## src/rtl/turf_scorer.sv

```systemverilog
`default_nettype none
// =============================================================================
// Module   : turf_scorer
// Brief    : Scans the shared game RAM and counts the pixels owned by each of
//            four players, then reports the player holding the most turf.
// Revision : 1.0 - initial release
// =============================================================================
module turf_scorer #(
  parameter int WIDTH  = 160,
  parameter int HEIGHT = 120
) (
  input  logic        CLOCK_50,
  input  logic        resetn,
  input  logic        start,
  output logic [14:0] rd_address,
  input  logic [2:0]  rd_q,
  output logic        busy,
  output logic        done,
  output logic [14:0] score1,
  output logic [14:0] score2,
  output logic [14:0] score3,
  output logic [14:0] score4,
  output logic [2:0]  winner
);

  localparam logic [7:0] C_X_LAST = 8'(WIDTH - 1);
  localparam logic [6:0] C_Y_LAST = 7'(HEIGHT - 1);
  localparam bit         C_SINGLE = ((WIDTH * HEIGHT) == 1);

  typedef enum logic [1:0] {
    S_IDLE   = 2'd0,
    S_SCAN   = 2'd1,
    S_DRAIN  = 2'd2,
    S_FINISH = 2'd3
  } state_t;

  state_t      r_state;
  state_t      w_state_next;

  logic [7:0]  r_x;
  logic [6:0]  r_y;
  logic [7:0]  w_x_adv;
  logic [6:0]  w_y_adv;
  logic        w_adv_last;

  logic        r_vld1;
  logic        r_vld2;
  logic        r_drain_cnt;
  logic        r_busy;
  logic        r_done;
  logic [2:0]  r_winner;
  logic [14:0] r_score [4];

  logic        w_accept;
  logic        w_step;
  logic        w_finish;
  logic [2:0]  w_winner;
  logic [14:0] w_best;

  // Y runs fastest; X advances when Y wraps at the bottom row.
  always_comb begin
    w_x_adv = r_x;
    w_y_adv = r_y + 7'd1;
    if (r_y == C_Y_LAST) begin
      w_y_adv = 7'd0;
      w_x_adv = r_x + 8'd1;
    end
    w_adv_last = (w_x_adv == C_X_LAST) && (w_y_adv == C_Y_LAST);
  end

  always_comb begin
    w_state_next = r_state;
    w_accept     = 1'b0;
    w_step       = 1'b0;
    w_finish     = 1'b0;
    case (r_state)
      S_IDLE: begin
        if (start) begin
          w_accept     = 1'b1;
          w_state_next = C_SINGLE ? S_DRAIN : S_SCAN;
        end
      end
      S_SCAN: begin
        w_step = 1'b1;
        if (w_adv_last) begin
          w_state_next = S_DRAIN;
        end
      end
      S_DRAIN: begin
        if (r_drain_cnt) begin
          w_state_next = S_FINISH;
        end
      end
      S_FINISH: begin
        w_finish     = 1'b1;
        w_state_next = S_IDLE;
      end
      default: begin
        w_state_next = S_IDLE;
      end
    endcase
  end

  always_ff @(posedge CLOCK_50 or negedge resetn) begin
    if (!resetn) begin
      r_state     <= S_IDLE;
      r_x         <= 8'd0;
      r_y         <= 7'd0;
      r_vld1      <= 1'b0;
      r_vld2      <= 1'b0;
      r_drain_cnt <= 1'b0;
      r_busy      <= 1'b0;
      r_done      <= 1'b0;
      r_winner    <= 3'd0;
    end else begin
      r_state     <= w_state_next;
      r_vld1      <= w_accept | w_step;
      r_vld2      <= r_vld1;
      r_done      <= w_finish;
      r_drain_cnt <= (r_state == S_DRAIN) ? ~r_drain_cnt : 1'b0;
      if (w_accept) begin
        r_x      <= 8'd0;
        r_y      <= 7'd0;
        r_busy   <= 1'b1;
        r_winner <= 3'd0;
      end else if (w_step) begin
        r_x <= w_x_adv;
        r_y <= w_y_adv;
      end
      if (w_finish) begin
        r_busy   <= 1'b0;
        r_winner <= w_winner;
      end
    end
  end

  // One counter per player; a sample is only trusted once its address has
  // travelled through both RAM latency stages.
  for (genvar p = 0; p < 4; p++) begin : g_player
    always_ff @(posedge CLOCK_50 or negedge resetn) begin
      if (!resetn) begin
        r_score[p] <= 15'd0;
      end else if (w_accept) begin
        r_score[p] <= 15'd0;
      end else if (r_vld2 && (rd_q == 3'(p + 1))) begin
        r_score[p] <= r_score[p] + 15'd1;
      end
    end
  end

  // Strict comparison keeps the lowest index on ties and yields 0 when empty.
  always_comb begin
    w_winner = 3'd0;
    w_best   = 15'd0;
    for (int p = 0; p < 4; p++) begin
      if (r_score[p] > w_best) begin
        w_best   = r_score[p];
        w_winner = 3'(p + 1);
      end
    end
  end

  assign rd_address = {r_x, r_y};
  assign busy       = r_busy;
  assign done       = r_done;
  assign winner     = r_winner;
  assign score1     = r_score[0];
  assign score2     = r_score[1];
  assign score3     = r_score[2];
  assign score4     = r_score[3];

endmodule
`default_nettype wire

```

## config.mk

```make
export PLATFORM = sky130hd
export DESIGN_NAME = turf_scorer
export DESIGN_NICKNAME = d
export VERILOG_FILES = /design/src/rtl/turf_scorer.sv
export SDC_FILE = /design/constraint.sdc
export NUM_CORES = 1
export LEC_CHECK = 0
export BUFFER_PORTS_ARGS = -buffer_cell sky130_fd_sc_hd__buf_2
export CORE_UTILIZATION = 45
export CTS_CLUSTER_SIZE = 8
export DETAILED_ROUTE_END_ITERATION = 10
export GPL_ROUTABILITY_DRIVEN = 1
export PLACE_DENSITY = 0.65
export SLEW_MARGIN = 25
export SYNTH_ARGS = -nofsm -noshare
export SYNTH_HDL_FRONTEND = slang
export SYNTH_SLANG_ARGS = --single-unit
```

## constraint.sdc

```tcl
create_clock -name CLOCK_50 -period 13.8 [get_ports CLOCK_50]
set_clock_uncertainty 0.2 [all_clocks]
set_input_delay 2.76 -clock CLOCK_50 [delete_from_list [all_inputs] [get_ports CLOCK_50]]
set_output_delay 2.76 -clock CLOCK_50 [all_outputs]
set_load 0.01 [all_outputs]
```

Word level (Yosys, flattened, before mapping)

Index checks and enable logic that the tools add are counted.
W data, S select, Z words.

Output and inout bits: 80
Bits in writable memories: 0
Word-level logic and storage cells: 85
Memory bits (read-only): 0
Input bits: 6
Memories kept: 0
Latch bits: 0
Flip-flop bits (word level): 85

Div/mod/pow operators: 0
$lt $le $gt $ge: 4
Multiplexer cells: 34
Eq/ne operators: 13
Reduce and logical (&&, ||, !) cells: 13
$add $sub $neg: 6
Shifts and indexed selects: 0
Multipliers: 0
Bitwise gates (word level): 2

Operators with widths:

| cell                    | number |
|---|---|
| $mux W15                | 11 |
| $add A15 B1 Y15 const B | 4 |
| $gt A15 B15 Y1          | 3 |
| $mux W8                 | 3 |
| $mux W7                 | 3 |
| $gt A15 B1 Y1 const B   | 1 |
| $mux W3                 | 5 |
| $eq A7 B7 Y1 const B    | 2 |
| $reduce_bool A2 Y1      | 6 |
| $add A8 B1 Y8 const B   | 1 |
| $eq A8 B8 Y1 const B    | 1 |
| $mux W1                 | 8 |
| $pmux W2 S4             | 1 |
| $add A7 B1 Y7 const B   | 1 |
| $eq A3 B2 Y1 const B    | 2 |
| $mux W2                 | 3 |
| $ne A2 B2 Y1 const B    | 3 |
| $logic_and A1 B1 Y1     | 5 |
| $eq A2 B2 Y1 const B    | 2 |
| $eq A3 B1 Y1 const B    | 1 |
| $eq A3 B3 Y1 const B    | 1 |
| $reduce_and A3 Y1       | 1 |
| $eq A2 B1 Y1 const B    | 1 |
| $logic_not A2 Y1        | 1 |
| 2 further kinds         | 2 |

Depth between registers and ports, before layout

Depth in word-level cells: 9
Gate-level depth with buffers: 30
Depth with buffers taken out: 28

Least setup slack after synthesis

Ideal clock, no wire load.

Path type: register -> register
Start: reg r_score (netlist bit score1[0])
End: reg r_winner[0], in the netlist winner[0]
Slack: 8028 ps
Buffers on the path: 3
Data required time: 13533 ps
Library setup time: 67 ps
Data arrival time: 5506 ps
Stages on the path, launching flop included: 31
Clock period less this slack: 5772 ps
Cells stage by stage: dfrtp_1 inv_1 ha_1 nor4b_1 nand4_1 inv_1 nor2_1 inv_1 ha_1 nand3b_1 a21o_1 a31oi_2 o21ba_1 buf_6 buf_6 and2_1 nor2_1 ha_1 nand2_1 o21ai_1 a211oi_1 a21oi_1 clkbuf_1 mux2_2 ha_1 a21oi_1 nor2b_1 o21ai_0 o31ai_1 o41ai_1 a22o_1

Longest elaborated chain between the ends: 9
Elaborated cells between the ends (all ways): 12
Those cells by class: order compare (4); mux (8)

Ends and longest elaborated chain:

| item                            | line | source |
|---|---|---|
| start, declared                 | 52   | `logic [14:0] r_score [4];` |
| start signal, assigned by index | 146  | `r_score[p] <= r_score[p] + 15'd1;` |
| $gt A15 B1 Y1                   | 156  | `if (r_score[p] > w_best) begin` |
| $mux W15                        | 156  |  |
| $gt A15 B15 Y1                  | 156  |  |
| $mux W15                        | 156  |  |
| $gt A15 B15 Y1                  | 156  |  |
| $mux W15                        | 156  |  |
| $gt A15 B15 Y1                  | 156  |  |
| $mux W3 (*)                     | 156  |  |
| $mux W3 (*)                     | 130  | `if (w_finish) begin` |
| end signal, assigned            | 132  | `r_winner <= w_winner;` |
| end, declared                   | 51   | `logic [2:0] r_winner;` |

Every way passes the cells marked *; elsewhere a longest branch is shown, timed or not.
A chain may end at the register's enable or synchronous reset.

Worst setup path after layout

Start: reg r_score (netlist bit score1[1])
End: reg r_winner[1], in the netlist winner[1]

Longest elaborated chain between the ends: 9
Elaborated cells between the ends (all ways): 11
Those cells by class: order compare (4); mux (7)

Ends and longest elaborated chain:

| item           | line |
|---|---|
| $gt A15 B1 Y1  | 156 |
| $mux W15 (*)   | 156 |
| $gt A15 B15 Y1 | 156 |
| $mux W15       | 156 |
| $gt A15 B15 Y1 | 156 |
| $mux W15       | 156 |
| $gt A15 B15 Y1 | 156 |
| $mux W3 (*)    | 156 |
| $mux W3 (*)    | 130 |

Marked as above.

==> flow_summary.json <==
{
  "worst_setup_path_end_kind": "register",
  "globalRouteOverflowTotal": 0,
  "cp.arrival_ns": 7.10,
  "n_antenna_cell": 0,
  "ys_ff_latch": 85,
  "min_from": "r_vld1",
  "yosysWarnings": 0,
  "rsz0062_at_grt": "no",
  "cp-start-kind": "register",
  "rows": 41,
  "crit_type": "reg -> reg",
  "clkLatencyLatePin_ns": 0.35,
  "cts_buffers": 9,
  "grt_pass1_vias": 4670,
  "htreeDepth": 3,
  "die-area_mm2": 0.0135,
  "postSynthCellCount": 627,
  "fmax_ghz": 0.143,
  "seq_area_frac_synth": 0.362,
  "r2r-start": "score1[1]",
  "io_pins": 86,
  "dr.pass1.iters": 5,
  "final_cells": 878,
  "dp_hpwl_mm": 10.8,
  "synth.distinct_cells": 63,
  "crit_top_cell": "ha_1",
  "postCtsSetupBuffers": 0,
  "num_vias": 4839,
  "post_drt_wl_per_cell_um": 16.5,
  "grt_pass1_wl_mm": 23.5,
  "cp_num_buf_inv": 4,
  "drv_cap": 0,
  "syn-mean-instance-area_um2": 9.37,
  "async_flop_share": 1.00,
  "slew_violations": 0,
  "power.density_mw_per_mm2": 123,
  "hold_path_class": "reg -> reg",
  "peakVddDrop_uv": 70.0,
  "grt_max_degree": 86,
  "grt_usage": 0.226,
  "clk_pin_slew_ns": 0.06,
  "setup_viol": 0,
  "ctsRootBufferMaster": "clkbuf_16",
  "drtAntennaViolNets": 0,
  "hold_viol_final": 0,
  "placedCellCount": 862,
  "ys.flop_type": "dfrtp_1",
  "post_cts_resized": 0,
  "syn_area_mm2": 0.00587,
  "tightest_slew_ns": 0.915,
  "gp_congestion": 0.879,
  "initial_core_util": 0.463,
  "synth_edf_count": 0,
  "routed_wl_mm": 14.5,
  "setup_tns_ns": 0,
  "die_x_um": 116,
  "cp_top_family": "compound AO/OA/AOI/OAI gates",
  "fp.dieH_um": 116,
  "period_share": 0.508,
  "critPathMaxStageDelay_ns": 0.85,
  "critical_path.max_fanout": 17,
  "status": "finished clean",
  "layout-drive-gt1-share": 0.195,
  "antenna_found_initial": 0,
  "io_buffers": 85,
  "syn_nets": 691,
  "cts_hold_buf": 0,
  "cts_sinks": 85,
  "crit_required_ns": 13.88,
  "critPathSlowestCell": "o21ba_1",
  "tritoncts": "done",
  "core_area_mm2": 0.0127,
  "critical_path.startpoint": "score1[1]",
  "viasPerCell": 5.51,
  "drtIter0Drc": 238,
  "clock_path_buffers": 2,
  "fin_nets": 765,
  "slew_headroom": 0.390,
  "p_leak_uw": 0.00321,
  "syn_to_final_growth_pct": 14.6,
  "min_period_ns": 7.02,
  "drc": 0
}
-- layout make-up --
class,instances,area (um2)
clock buffers,13,280
clock inverters,3,17.5
fillers,1189,5940
inverters,42,158
multi-input cells,474,3470
flip-flops and latches,85,2130
well taps,172,215
repair buffers,89,462
-- routing by layer --
layer	wire [um]	share of wire	track usage	vias to the layer above
li1	-	-	-	2388
met4	303	0.021	0.0906	0
met1	6820	0.47	0.300	2317
met5	0	0	0	-
met3	610	0.042	0.0389	23
met2	6750	0.47	0.368	111
-- metrics by stage --
| step | total power, uW | hold WS, ns | util | setup WS (ns) | instance area, um2 |
|---|---|---|---|---|---|
| 6_report | 830 | 0.164 | 0.531 | 6.78 | 6730 |
| 5_1_grt | 881 | 0.165 | 0.531 | 6.27 | 6730 |
| 4_1_cts | 838 | 0.161 | 0.531 | 6.86 | 6730 |
| 3_5_place_dp | 592 | 0.146 | 0.507 | 6.90 | 6430 |
| 3_3_place_gp | 580 | 0.141 | 0.507 | 7.30 | 6430 |
| 2_1_floorplan | 496 | 0.131 | - | 8.03 | 5870 |
-- flip-flops by register name (all words and copies together) (netlist names) --
register / flops
r_vld1: 1
score2: 15
r_y: 7
score4: 15
r_x: 8
busy: 1
winner: 3
r_state: 2
score1: 15
done: 1
r_drain_cnt: 1
r_vld2: 1
score3: 15
-- Yosys cell counts, types with 11 or more instances --
master / number / area share
nor4_1: 18 / 0.019
o21ai_0: 13 / 0.011
nand3_1: 32 / 0.027
xor2_1: 33 / 0.049
nand2_1: 27 / 0.017
xnor2_1: 30 / 0.045
inv_1: 42 / 0.027
nand4_1: 22 / 0.023
ha_1: 58 / 0.12
and3_1: 14 / 0.015
nor2_1: 86 / 0.055
a21oi_1: 30 / 0.026
clkbuf_1: 20 / 0.013
a221oi_2: 11 / 0.028
dfrtp_1: 85 / 0.36
-- cells by family after synthesis --
logic type / after synthesis / synth area share
AOI/OAI and AO/OA: 87 / 0.116
xor gates and xnor gates: 63 / 0.0940
adders and majority gates: 58 / 0.124
buffers and inverters: 68 / 0.0473
DFF: 85 / 0.362
muxes: 22 / 0.0416
and+or+nand+nor: 244 / 0.215
-- placed cells by master, fill, tap and decap left out, types with 11 or more instances in the layout --
master and n:
dfrtp_1 85, a221oi_2 11, nand2_1 27, inv_1 42, buf_2 84, nor4_1 18
nand3_1 32, a21oi_1 30, o21ai_0 13, nor2_1 86, nand4_1 22, xnor2_1 30
ha_1 58, xor2_1 33, and3_1 14
-- where the power goes --
group	leakage, uW	total, uW	internal [uW]	switching [uW]
clock	0.000148	242	141	101
sequential	0.00106	339	279	60.4
combinational	0.00200	249	109	140
-- path summary, 6_finish.rpt --
check / to / slack [ns] / cells past startpoint
max: winner[1] / 6.78 / 27
min: r_vld2 / 0.16 / 0
max reg2reg: winner[1] / 6.78 / 27
min reg2reg: r_vld2 / 0.16 / 0
max in group asynchronous: score2[10] / 10.58 / 1
min in group asynchronous: score3[13] / 2.25 / 1
No activity file was read; power rests on OpenSTA's default activity.
